$ cat src/rtl/if_fetch_stage.sv
// Instruction-fetch stage: PC register, next-PC selection and the IF/ID pipeline register.
// Optional misaligned-redirect trap tagging is built when IF_MISALIGN_TRAP_EN is defined.
module if_fetch_stage #(
   parameter logic [31:0] RESET_PC  = 32'h0000_0000,
   parameter logic [31:0] NOP_INSTR = 32'h0000_0013
) (
   input  logic        i_clk,
   input  logic        i_reset,
   input  logic        i_stall,
   input  logic        i_flush,
   input  logic        i_redirect,
   input  logic [31:0] i_redirect_pc,
   output logic [31:0] o_pc,
   input  logic [31:0] i_instr,
   output logic [31:0] o_if_id_pc,
   output logic [31:0] o_if_id_pc4,
   output logic [31:0] o_if_id_instr,
   output logic        o_if_id_valid,
   output logic        o_if_id_misalign
);

   logic [31:0] pc_r;
   logic [31:0] pc_next_s;
   logic [31:0] pc_plus4_s;
   logic [31:0] redirect_tgt_s;

   logic [31:0] if_id_pc_r;
   logic [31:0] if_id_pc4_r;
   logic [31:0] if_id_instr_r;
   logic        if_id_valid_r;
   logic        if_id_misalign_r;

   logic [31:0] if_id_pc_next_s;
   logic [31:0] if_id_pc4_next_s;
   logic [31:0] if_id_instr_next_s;
   logic        if_id_valid_next_s;
   logic        if_id_misalign_next_s;

   // Fetched word and trap tag written on a normal IF/ID load
   logic [31:0] load_instr_s;
   logic        load_misalign_s;

   assign pc_plus4_s     = pc_r + 32'd4;
   assign redirect_tgt_s = {i_redirect_pc[31:2], 2'b00};

`ifdef IF_MISALIGN_TRAP_EN
   logic pending_r;
   logic pending_next_s;

   // A pending misaligned target replaces the fetched word with a tagged bubble
   assign load_instr_s    = pending_r ? NOP_INSTR : i_instr;
   assign load_misalign_s = pending_r;

   // Pending-trap flag: set by a misaligned redirect, consumed by the next load
   always_comb begin
      pending_next_s = pending_r;
      if (i_redirect) begin
         pending_next_s = (i_redirect_pc[1:0] != 2'b00);
      end else if (i_flush) begin
         pending_next_s = 1'b0;
      end else if (i_stall) begin
         pending_next_s = pending_r;
      end else begin
         pending_next_s = 1'b0;
      end
   end

   // Pending-trap flag register
   always_ff @(posedge i_clk) begin
      if (i_reset) begin
         pending_r <= 1'b0;
      end else begin
         pending_r <= pending_next_s;
      end
   end
`else
   logic tgt_lsb_unused_s;

   // Low target bits are dropped; no trap tagging in this build
   assign tgt_lsb_unused_s = |i_redirect_pc[1:0];
   assign load_instr_s     = i_instr;
   assign load_misalign_s  = 1'b0;
`endif

   // Next-PC select: redirect beats stall, otherwise advance one word
   always_comb begin
      pc_next_s = pc_r;
      if (i_redirect) begin
         pc_next_s = redirect_tgt_s;
      end else if (i_stall) begin
         pc_next_s = pc_r;
      end else begin
         pc_next_s = pc_plus4_s;
      end
   end

   // IF/ID next-state: a redirect squashes the wrong-path fetch even while stalled
   always_comb begin
      if_id_pc_next_s       = if_id_pc_r;
      if_id_pc4_next_s      = if_id_pc4_r;
      if_id_instr_next_s    = if_id_instr_r;
      if_id_valid_next_s    = if_id_valid_r;
      if_id_misalign_next_s = if_id_misalign_r;
      if (i_flush || i_redirect) begin
         if_id_pc_next_s       = 32'h0000_0000;
         if_id_pc4_next_s      = 32'h0000_0000;
         if_id_instr_next_s    = NOP_INSTR;
         if_id_valid_next_s    = 1'b0;
         if_id_misalign_next_s = 1'b0;
      end else if (i_stall) begin
         if_id_pc_next_s       = if_id_pc_r;
         if_id_pc4_next_s      = if_id_pc4_r;
         if_id_instr_next_s    = if_id_instr_r;
         if_id_valid_next_s    = if_id_valid_r;
         if_id_misalign_next_s = if_id_misalign_r;
      end else begin
         if_id_pc_next_s       = pc_r;
         if_id_pc4_next_s      = pc_plus4_s;
         if_id_instr_next_s    = load_instr_s;
         if_id_valid_next_s    = 1'b1;
         if_id_misalign_next_s = load_misalign_s;
      end
   end

   // PC and IF/ID registers; reset overrides every other control
   always_ff @(posedge i_clk) begin
      if (i_reset) begin
         pc_r             <= RESET_PC;
         if_id_pc_r       <= 32'h0000_0000;
         if_id_pc4_r      <= 32'h0000_0000;
         if_id_instr_r    <= NOP_INSTR;
         if_id_valid_r    <= 1'b0;
         if_id_misalign_r <= 1'b0;
      end else begin
         pc_r             <= pc_next_s;
         if_id_pc_r       <= if_id_pc_next_s;
         if_id_pc4_r      <= if_id_pc4_next_s;
         if_id_instr_r    <= if_id_instr_next_s;
         if_id_valid_r    <= if_id_valid_next_s;
         if_id_misalign_r <= if_id_misalign_next_s;
      end
   end

   assign o_pc             = pc_r;
   assign o_if_id_pc       = if_id_pc_r;
   assign o_if_id_pc4      = if_id_pc4_r;
   assign o_if_id_instr    = if_id_instr_r;
   assign o_if_id_valid    = if_id_valid_r;
   assign o_if_id_misalign = if_id_misalign_r;

endmodule

$ cat config.mk
export PLATFORM = sky130hd
export DESIGN_NAME = if_fetch_stage
export DESIGN_NICKNAME = d
export VERILOG_FILES = /design/src/rtl/if_fetch_stage.sv
export SDC_FILE = /design/constraint.sdc
export NUM_CORES = 1
export LEC_CHECK = 0
export CAP_MARGIN = 15
export CORE_ASPECT_RATIO = 2
export CORE_MARGIN = 5
export CORE_UTILIZATION = 35
export DETAILED_ROUTE_END_ITERATION = 10
export PLACE_DENSITY = 0.78
export RECOVER_POWER = 50
export SLEW_MARGIN = 20
export SYNTH_ARGS = -nofsm -noshare
export SYNTH_HDL_FRONTEND = slang
export SYNTH_SLANG_ARGS = --single-unit
$ cat constraint.sdc
create_clock -name i_clk -period 2.25 [get_ports i_clk]
set_input_delay 0.45 -clock i_clk [delete_from_list [all_inputs] [get_ports i_clk]]
set_output_delay 0.45 -clock i_clk [all_outputs]
set_load 0.01 [all_outputs]
==> results of run 1 <==
==> layer usage <==
metal  wire, µm  vias to the layer above
li1           -                     2639
met1       6830                     2535
met5          0                        -
met4        249                        0
met3       2080                       23
met2       8220                      286
==> cell families after synthesis <==
| kind of cell | synth area share |
|---|---|
| mux | 0.102 |
| buf+inv | 0.0633 |
| flops | 0.446 |
| compound gates | 0.141 |
| simple gates | 0.210 |
| other cells | 0.000680 |
| fa+ha+maj | 0.00227 |
| xor+xnor | 0.0349 |
==> how the worst min path moves through the flow <==
stage,cells past startpoint,start,slack [ns],end
global placement,2,o_if_id_pc4[4],0.45,o_if_id_pc4[4]
floorplan,2,o_if_id_pc4[4],0.49,o_if_id_pc4[4]
CTS,3,i_stall,0.41,o_if_id_pc[17]
detailed placement,1,o_if_id_valid,0.45,o_if_id_valid
finish,3,i_stall,0.41,o_if_id_pc[17]
global route,3,i_stall,0.43,o_if_id_pc[17]
==> final cells by class <==
type	count	share of cell area
clock buffers	20	0.0553
clock inverters	12	0.0200
well taps	201	0.0298
inverters	13	0.00579
flip-flops and latches	123	0.292
multi-input cells	437	0.324
repair buffers	244	0.273
==> per-stage QoR <==
stage | setup WS [ns] | power [mW] | area [µm²] | utilization
finish | 0.178 | 5.92 | 8430 | 0.540
floorplan | 0.0411 | 2.69 | 5540 | -
global route | 0.0396 | 6.15 | 8430 | 0.540
CTS | 0.138 | 5.99 | 8470 | 0.543
global placement | 0.0743 | 3.05 | 7840 | 0.502
detailed placement | 0.0524 | 3.07 | 7840 | 0.502
==> cells in the final DEF, fill, tap and decap left out, types with 12 or more instances in the layout <==
cell | netlist | routed
clkdlybuf4s50_1 | 0 | 152
dfxtp_1 | 123 | 123
nor2_1 | 90 | 90
mux2i_1 | 56 | 56
buf_4 | 8 | 46
nand2_1 | 37 | 37
o21ai_0 | 37 | 37
dlygate4sd3_1 | 0 | 36
a21oi_1 | 25 | 25
or3_1 | 20 | 19
xnor2_1 | 17 | 17
clkbuf_16 | 0 | 17
a211oi_1 | 16 | 16
nand3_1 | 14 | 14
nor4_1 | 14 | 14
inv_1 | 13 | 13
a31oi_1 | 13 | 13
nor3_1 | 12 | 12
==> cells in the mapped netlist, types with 5 or more instances <==
cell / count
nand3_1: 14
nand4_1: 9
a311oi_1: 9
nor3_1: 12
xnor2_1: 17
o21ai_0: 37
buf_2: 14
nor4_1: 14
xor2_1: 5
and3_1: 6
clkbuf_1: 35
dfxtp_1: 123
a211oi_1: 16
buf_4: 8
or3_1: 20
o31a_1: 9
nor2_1: 90
nand2_1: 37
inv_1: 13
a21oi_1: 25
buf_1: 9
a31oi_1: 13
mux2i_1: 56
==> sequential cells by signal (all words and copies together), names as in the netlist <==
register / count
o_if_id_pc4: 30
o_if_id_valid: 1
o_pc: 30
o_if_id_pc: 30
o_if_id_instr: 32
==> power groups by stage <==
stage / registers, mW / clock network [mW] / logic [mW]
after floorplan: 2.37 / 0 / 0.317
after global placement: 2.35 / 0 / 0.703
after detailed placement: 2.35 / 0 / 0.714
after CTS: 2.31 / 2.96 / 0.720
after global routing: 2.32 / 3.06 / 0.765
final: 2.31 / 2.90 / 0.708
==> worst max-delay path, stage by stage (launching register included) <==
cell	delay, ns
dfxtp_1	0.33
ha_1	0.21
nand4_2	0.14
or4_4	0.64
or4_1	0.52
a31oi_1	0.16
==> flow_summary.ini, run 1 <==
[power_and_ir_drop]
p_seq_frac = 0.390
p_clk_frac = 0.490
pwr-share-comb = 0.120
power.leakage_nw = 3.25
ir_drop_mv = 0.578
p_sw_frac = 0.230
power_switching_mw = 1.36
internal_power_mw = 4.56
power_density_mw_per_mm2 = 702

[clocking]
clk_pin_slew_ns = 0.05
cts_resized = 0
cts_tree = yes
htreeDepth = 4
root_buffer = clkbuf_16
clock-sinks = 123
cts_hold_buf = 0
cts_setup_buffers = 0
cts-buffers-inserted = 17
insertion_delay_ns = 0.41
cts_buffer_depth = 2

[setup_path]
r2r_start = o_pc[2]
cp-endpoint = o_if_id_pc4[28]
ff2ff_path_depth = 5
crit_start = o_pc[2]
crit_arrival_ns = 2.40
rrSetupSlack_ns = 0.18
end_kind = flip-flop
crit_fanout = 12
criticalPathCategory = flip-flop to flip-flop
start_kind = flip-flop
required_ns = 2.58
r2r_end = o_if_id_pc4[28]

[sta]
hold_ws_ns = 0.412
worst_pin_slew_ns = 1.04
setup_viol = 0
final_hold_viol_count = 0
relSlewSlack = 0.307
finalClockSkew_ns = 0.00782
rsz0062_at_grt = false
max_freq_mhz = 483
slew_violations = 0
fin_crit_sh = 0.921
fin_crit_ns = 2.07
setup_tns_ns = 0

[yosys]
ys.flop_type = dfxtp_1
synth_top_area_share = 0.446
ys_top_cells_by_area = dfxtp_1 (45%), mux2i_1 (10%), nor2_1 (6.1%)
async_flop_share = 0
synth_cell_type_count = 47
ys_warn_count = 0
synth_area_mm2 = 0.00552
synth-seq-area-share = 0.446
synth.avg_cell_area_um2 = 8.70
synth_cells = 634
ys_ff_latch = 123
yosysTopAreaCell = dfxtp_1
synth-edff-count = 0

[global_route]
grt-ovfl-total = 0
antenna_found_initial = 0
grt_use_met1 = 0.222
top_usage_layer = met2
grt_pass1_wl_um = 28200
use_met3 = 0.0745
met2_usage = 0.306
grt_use_total = 0.186
grt_start_max_net_pins = 65
grt_pass1_vias = 5456

[final_layout]
diodes = 0
seq_area_mm2 = 0.00246
multi_input_area_mm2 = 0.00273
nFillCells = 1400
final_cells = 1050
nets = 906
area_growth_pct = 52.9
drive_gt1_frac = 0.112

[floorplan]
core_mm2 = 0.0156
ios = 199
die_w_um = 98.8
die_h_um = 188
rows = 65
die-area_mm2 = 0.0185
start_util = 0.353

[routing]
routed_wire_length_per_instance_um = 16.6
dr.pass1.iters = 5
routed_wl_um = 17400
via_count = 5483
drc = 0
postRouteAntennaNets = 0
drtIter0Drc = 237
viasPerCell = 5.22

[run]
max-cap-violations = 0

[placed_design]
numPortBuffers = 189
globalplace.congestion = 0.839
placed_cells = 1018
hpwl_um = 12500

[outcome]
status = complete, no violations

[worst_hold_path]
hp-class = input pin to flip-flop
Note: power is estimated with default switching activity, not from simulation.
==> run 2: changes to the inputs <==
--- a/config.mk
+++ b/config.mk
@@ -5,12 +5,13 @@
 export SDC_FILE = /design/constraint.sdc
 export NUM_CORES = 1
 export LEC_CHECK = 0
+export ABC_CLOCK_PERIOD_IN_PS = 2400
 export CAP_MARGIN = 15
 export CORE_ASPECT_RATIO = 2
 export CORE_MARGIN = 5
 export CORE_UTILIZATION = 35
 export DETAILED_ROUTE_END_ITERATION = 10
-export PLACE_DENSITY = 0.78
+export PLACE_DENSITY = 0.75
 export RECOVER_POWER = 50
 export SLEW_MARGIN = 20
 export SYNTH_ARGS = -nofsm -noshare
==> constraint.sdc (replaced) <==
create_clock -name i_clk -period 2.4 [get_ports i_clk]
set_input_delay 0.48 -clock i_clk [delete_from_list [all_inputs] [get_ports i_clk]]
set_output_delay 0.48 -clock i_clk [all_outputs]
set_load 0.01 [all_outputs]
==> run 2 against run 1 <==
  * Worst setup slack improved by 0.043 ns
  * Clock power decreased by 9.3%
  * Cell area shrank 0.99%
  * Worst hold slack better by 0.029 ns
  * Sequential share of layout area is 0.29 points higher
==> flow_summary.ini, run 2 (same netlist as run 1, synthesis figures left out) <==
[outcome]
status = complete, no violations

[clocking]
clk_pin_slew_ns = 0.06
clock-sinks = 123
cts_tree = yes
cts_resized = 0
root_buffer = clkbuf_16
cts_setup_buffers = 0
cts_hold_buf = 0
cts-buffers-inserted = 17
htreeDepth = 4
cts_buffer_depth = 2
insertion_delay_ns = 0.41

[floorplan]
rows = 65
die_w_um = 98.8
ios = 199
start_util = 0.353
die_h_um = 188
core_mm2 = 0.0156
die-area_mm2 = 0.0185

[final_layout]
fin_area_mm2 = 0.00835
area_growth_pct = 51.3
fin_util = 0.535
mostFrequentLayoutCells = clkdlybuf4s50_1 (149), dfxtp_1 (123), nor2_1 (90)
final_common_cell = clkdlybuf4s50_1
largest_register_ffs = 32
nets = 897
drive_gt1_frac = 0.102

[power_and_ir_drop]
power.leakage_nw = 3.20
ir_drop_mv = 0.477
power_mw = 5.45
power_density_mw_per_mm2 = 652

[global_route]
grt_use_total = 0.183
grt-ovfl-total = 0
grt_pass1_vias = 5460
grt_pass1_wl_um = 27600
antenna_found_initial = 0
grt_start_max_net_pins = 65

[sta]
finalClockSkew_ns = 0.0106
final_hold_viol_count = 0
slew_violations = 0
worst_pin_slew_ns = 1.10
rsz0062_at_grt = false
setup_viol = 0
hold_ws_ns = 0.441
setup_tns_ns = 0
relSlewSlack = 0.269
max_freq_mhz = 459
fin_crit_ns = 2.18
fin_crit_sh = 0.908

[routing]
routed_wl_um = 17200
drtIter0Drc = 259
drc = 0
postRouteAntennaNets = 0
via_count = 5371
routed_wire_length_per_instance_um = 16.5
dr.pass1.iters = 4
viasPerCell = 5.15

[placed_design]
globalplace.congestion = 0.803
place_area_mm2 = 0.00777
numPortBuffers = 189
hpwl_um = 12200

[setup_path]
start_kind = input pin
criticalPathCategory = input pin to flip-flop
required_ns = 2.70
crit_arrival_ns = 2.48
rrSetupSlack_ns = 0.25
end_kind = flip-flop
crit_fanout = 64

[run]
max-cap-violations = 0

[worst_hold_path]
hp-class = input pin to flip-flop
## run 2: cell types whose count changed in the layout (fill, tap and decap cells not counted), sizes merged
cell and change:
clkdlybuf4s50 -3, inv +2, clkbuf -2, bufinv -1, diode +1, buf -8
dlygate4sd3 +3
## run 2: final cells by class
cell class | instances | area, µm²
Clock buffer | 19 | 443
Tap cell | 201 | 251
Inverter | 13 | 48.8
Multi-Input combinational cell | 437 | 2730
Timing Repair Buffer | 235 | 2240
Antenna cell | 1 | 2.50
Clock inverter | 13 | 168
Sequential cell | 123 | 2460
Fill cell | 1416 | 7260
## run 2: worst max-delay path, stage by stage
cell	delay (ns)
dlygate4sd3_1	0.64
or3_2	0.53
clkbuf_4	0.47
a211oi_1	0.35
## run 2: per-stage QoR
step                      setup slack, ns  std cells
after floorplan                     0.191        640
after global placement              0.223       1009
after detailed placement            0.174       1009
after CTS                           0.261       1041
after global routing               0.0916       1041
final                               0.221       1042
## run 2: report_power, final
part | internal, mW | switching (mW) | leakage [nW]
logic | 0.346 | 0.304 | 1.91
clock network | 1.67 | 0.960 | 0.294
registers | 2.10 | 0.0626 | 1.00
total | 4.12 | 1.33 | 3.20
## run 2: final timing paths
| check | start | to | cells past startpoint |
|---|---|---|---|
| setup / recovery | i_redirect | o_if_id_pc4[8] | 4 |
| hold / removal | i_stall | o_if_id_pc[17] | 3 |
| setup reg to reg | o_pc[13] | o_pc[31] | 5 |
| hold reg to reg | o_if_id_pc[25] | o_if_id_pc[25] | 2 |
## run 2: routing by layer
metal  up-vias  wire [µm]  global-route usage
met1      2498       7140               0.221
met2       227       7870               0.295
met3        20       1860              0.0722
met4         0        292              0.0626
li1       2626          -                   -
met5         -          0                   0
==> run 3: changes to the inputs <==
--- a/config.mk
+++ b/config.mk
@@ -6,7 +6,7 @@
 export NUM_CORES = 1
 export LEC_CHECK = 0
 export ABC_CLOCK_PERIOD_IN_PS = 2400
-export CAP_MARGIN = 15
+export CAP_MARGIN = 20
 export CORE_ASPECT_RATIO = 2
 export CORE_MARGIN = 5
 export CORE_UTILIZATION = 35
==> results of run 3 <==
No change in the layout: final DEF, timing and power equal those of run 2.
==> RTL change, RTL diff (settings of run 2) <==
Add a define of `IF_MISALIGN_TRAP_EN`.
--- a/src/rtl/if_fetch_stage.sv
+++ b/src/rtl/if_fetch_stage.sv
@@ -1,5 +1,7 @@
 // Instruction-fetch stage: PC register, next-PC selection and the IF/ID pipeline register.
 // Optional misaligned-redirect trap tagging is built when IF_MISALIGN_TRAP_EN is defined.
+`define IF_MISALIGN_TRAP_EN
+
 module if_fetch_stage #(
    parameter logic [31:0] RESET_PC  = 32'h0000_0000,
    parameter logic [31:0] NOP_INSTR = 32'h0000_0013
Check against the original RTL: not equivalent (Yosys sat finds a counterexample within 4 cycles, from zero or initial values and one cycle with i_reset high).
==> RTL change against run 2 <==
- power up 2.2%
- synthesized area down 2.6%
- via count fell by 4.2%
- sequential cell count rose by 2
- final area fell by 1.9%
- clock skew is 0.0039 ns lower
- worst hold slack better by 0.016 ns
- setup slack got worse by 0.078 ns
- routed wire length rose by 3.4%
- largest cell class unchanged
==> RTL change: results (changes against run 2) <==
* Status: complete, no violations
* Largest net degree at the start of global routing at 54 (-17%)
* Synth top cells by count: dfxtp_1 (125), nor2_1 (108), clkbuf_1 (44)
* Inverter count at 5 (-8)
* Clock tree buffer depth at 2 (unchanged)
* Post-placement cell count at 991 (-1.8%)
* Fraction of layout cells with a size suffix above 1 at 9.091% (-1.1 points)
* Vias per cell at 5.022 (-2.6%)
* Post-DP HPWL at 13000 um (+6.2%)
* Setup TNS at 0 ns (unchanged)
* Skew final at 0.006691 ns (-0.003924 ns)
* Layout clock area frac at 7.742% (+0.43 points)
* Fillers at 1399 (-1.2%)
* Ys async rst share at 0% (unchanged)
* IR drop worst, VDD at 0.0005223 V (+9.5%)
* Storage cell area at 0.002502 sq mm (+1.6%)
* Mean Syn Cell Area at 8.652 sq um (-0.59%)
* Layout Cells excl Fill at 1024 (-1.7%)
* Synth top area cells: dfxtp_1 (47%), nor2_1 (7.5%), mux2i_1 (6.5%)
* Non-clock buffer count at 231 (-1.7%)
* Min Hold Slack at 0.4573 ns (+0.01621 ns)
* Period minus WS final at 2.257 ns (+0.07778 ns)
* #MultiIn Comb at 432 (-1.1%)
* Vias in the first global route at 5172 (-5.3%)
* GPL Wtd Cong at 0.8679 (+8.1%)
* HP Class: register to register
* Number of port buffers at 192 (+1.6%)
* Placement Rows at 64 (-1.5%)
* CP max stage delay at 0.89 ns (+0.25 ns)
* Met2 Wirelength at 9361 um (+19%)
* First-pass GRT wire length at 27630 um (about the same)
* Iter 0 DRT Violations at 192 (-26%)
* Place WS at 0.1981 ns (+0.02377 ns)
* Top Layer Used: met4
* Largest driver fanout on the critical path at 21 (-67%)
* Initial antenna violation count at 0 (unchanged)
* Crit path arrival time at 2.57 ns (+0.09 ns)
* Crit-path slowest cell: clkbuf_1
* Syn-to-layout area delta at 52.52%
* Met3 Track Usage GR at 4.523% (-2.7 points)
* Non-clock buffer share at 26.74% (-0.14 points)
* Met1 WL at 6654 um (-6.8%)
* Avg WL per Cell at 17.32 um (+5.2%)
* Multi-input gate area at 0.002597 sq mm (-4.9%)
* Flop-to-flop setup slack at 0.15 ns (-0.10 ns)
* Metal3 WL at 834 um (-55%)
* Seq/Total Area, Yosys at 46.58% (+2.0 points)
* Least-Margin Pin Slew at 1.214 ns (+0.1174 ns)
* Yosys cell types at 40 (-15%)
* Static Leak at 3.048 nW (-4.9%)
* Fin nets at 882 (-1.7%)
* Grt met1 use at 20.24% (-1.9 points)
* Worst skew pair latency at 0.41 ns (about the same)
* Placed Area at 0.007584 sq mm (-2.4%)
* Met2 track demand over resource at 35.30% (+5.8 points)
* Seq Cell Count at 125 (+1.6%)
* Total GRT Usage at 19.50% (+1.2 points)
[RTL change: where the power goes]
part | internal, mW | total, mW | switching [mW]
sequential | 2.14 | 2.18 | 0.0495
combinational | 0.334 | 0.643 | 0.309
clock | 1.77 | 2.74 | 0.966
[RTL change: logic make-up (layout without fill, tap and decap cells)]
kind of cell | count (synthesis) | count (layout) | share of synthesized area [%]
AO/OA/AOI/OAI | 112 | 112 | 12.99
other | 1 | 7 | 0.06980
adder cells (fa/ha/maj) | 1 | 1 | 0.2328
buffers and inverters | 69 | 268 | 5.589
AND/OR/NAND/NOR | 224 | 224 | 19.21
flip-flops | 125 | 125 | 46.58
multiplexers | 35 | 35 | 6.521
XOR/XNOR | 54 | 54 | 8.803
[RTL change: path summary, 6_finish.rpt]
path	end	startpoint	cells past startpoint
worst max-delay path	o_pc[18]	i_redirect	6
worst min-delay path	o_if_id_valid	o_if_id_valid	1
worst max register to register	o_pc[18]	o_pc[3]	5
worst min register to register	o_if_id_valid	o_if_id_valid	1
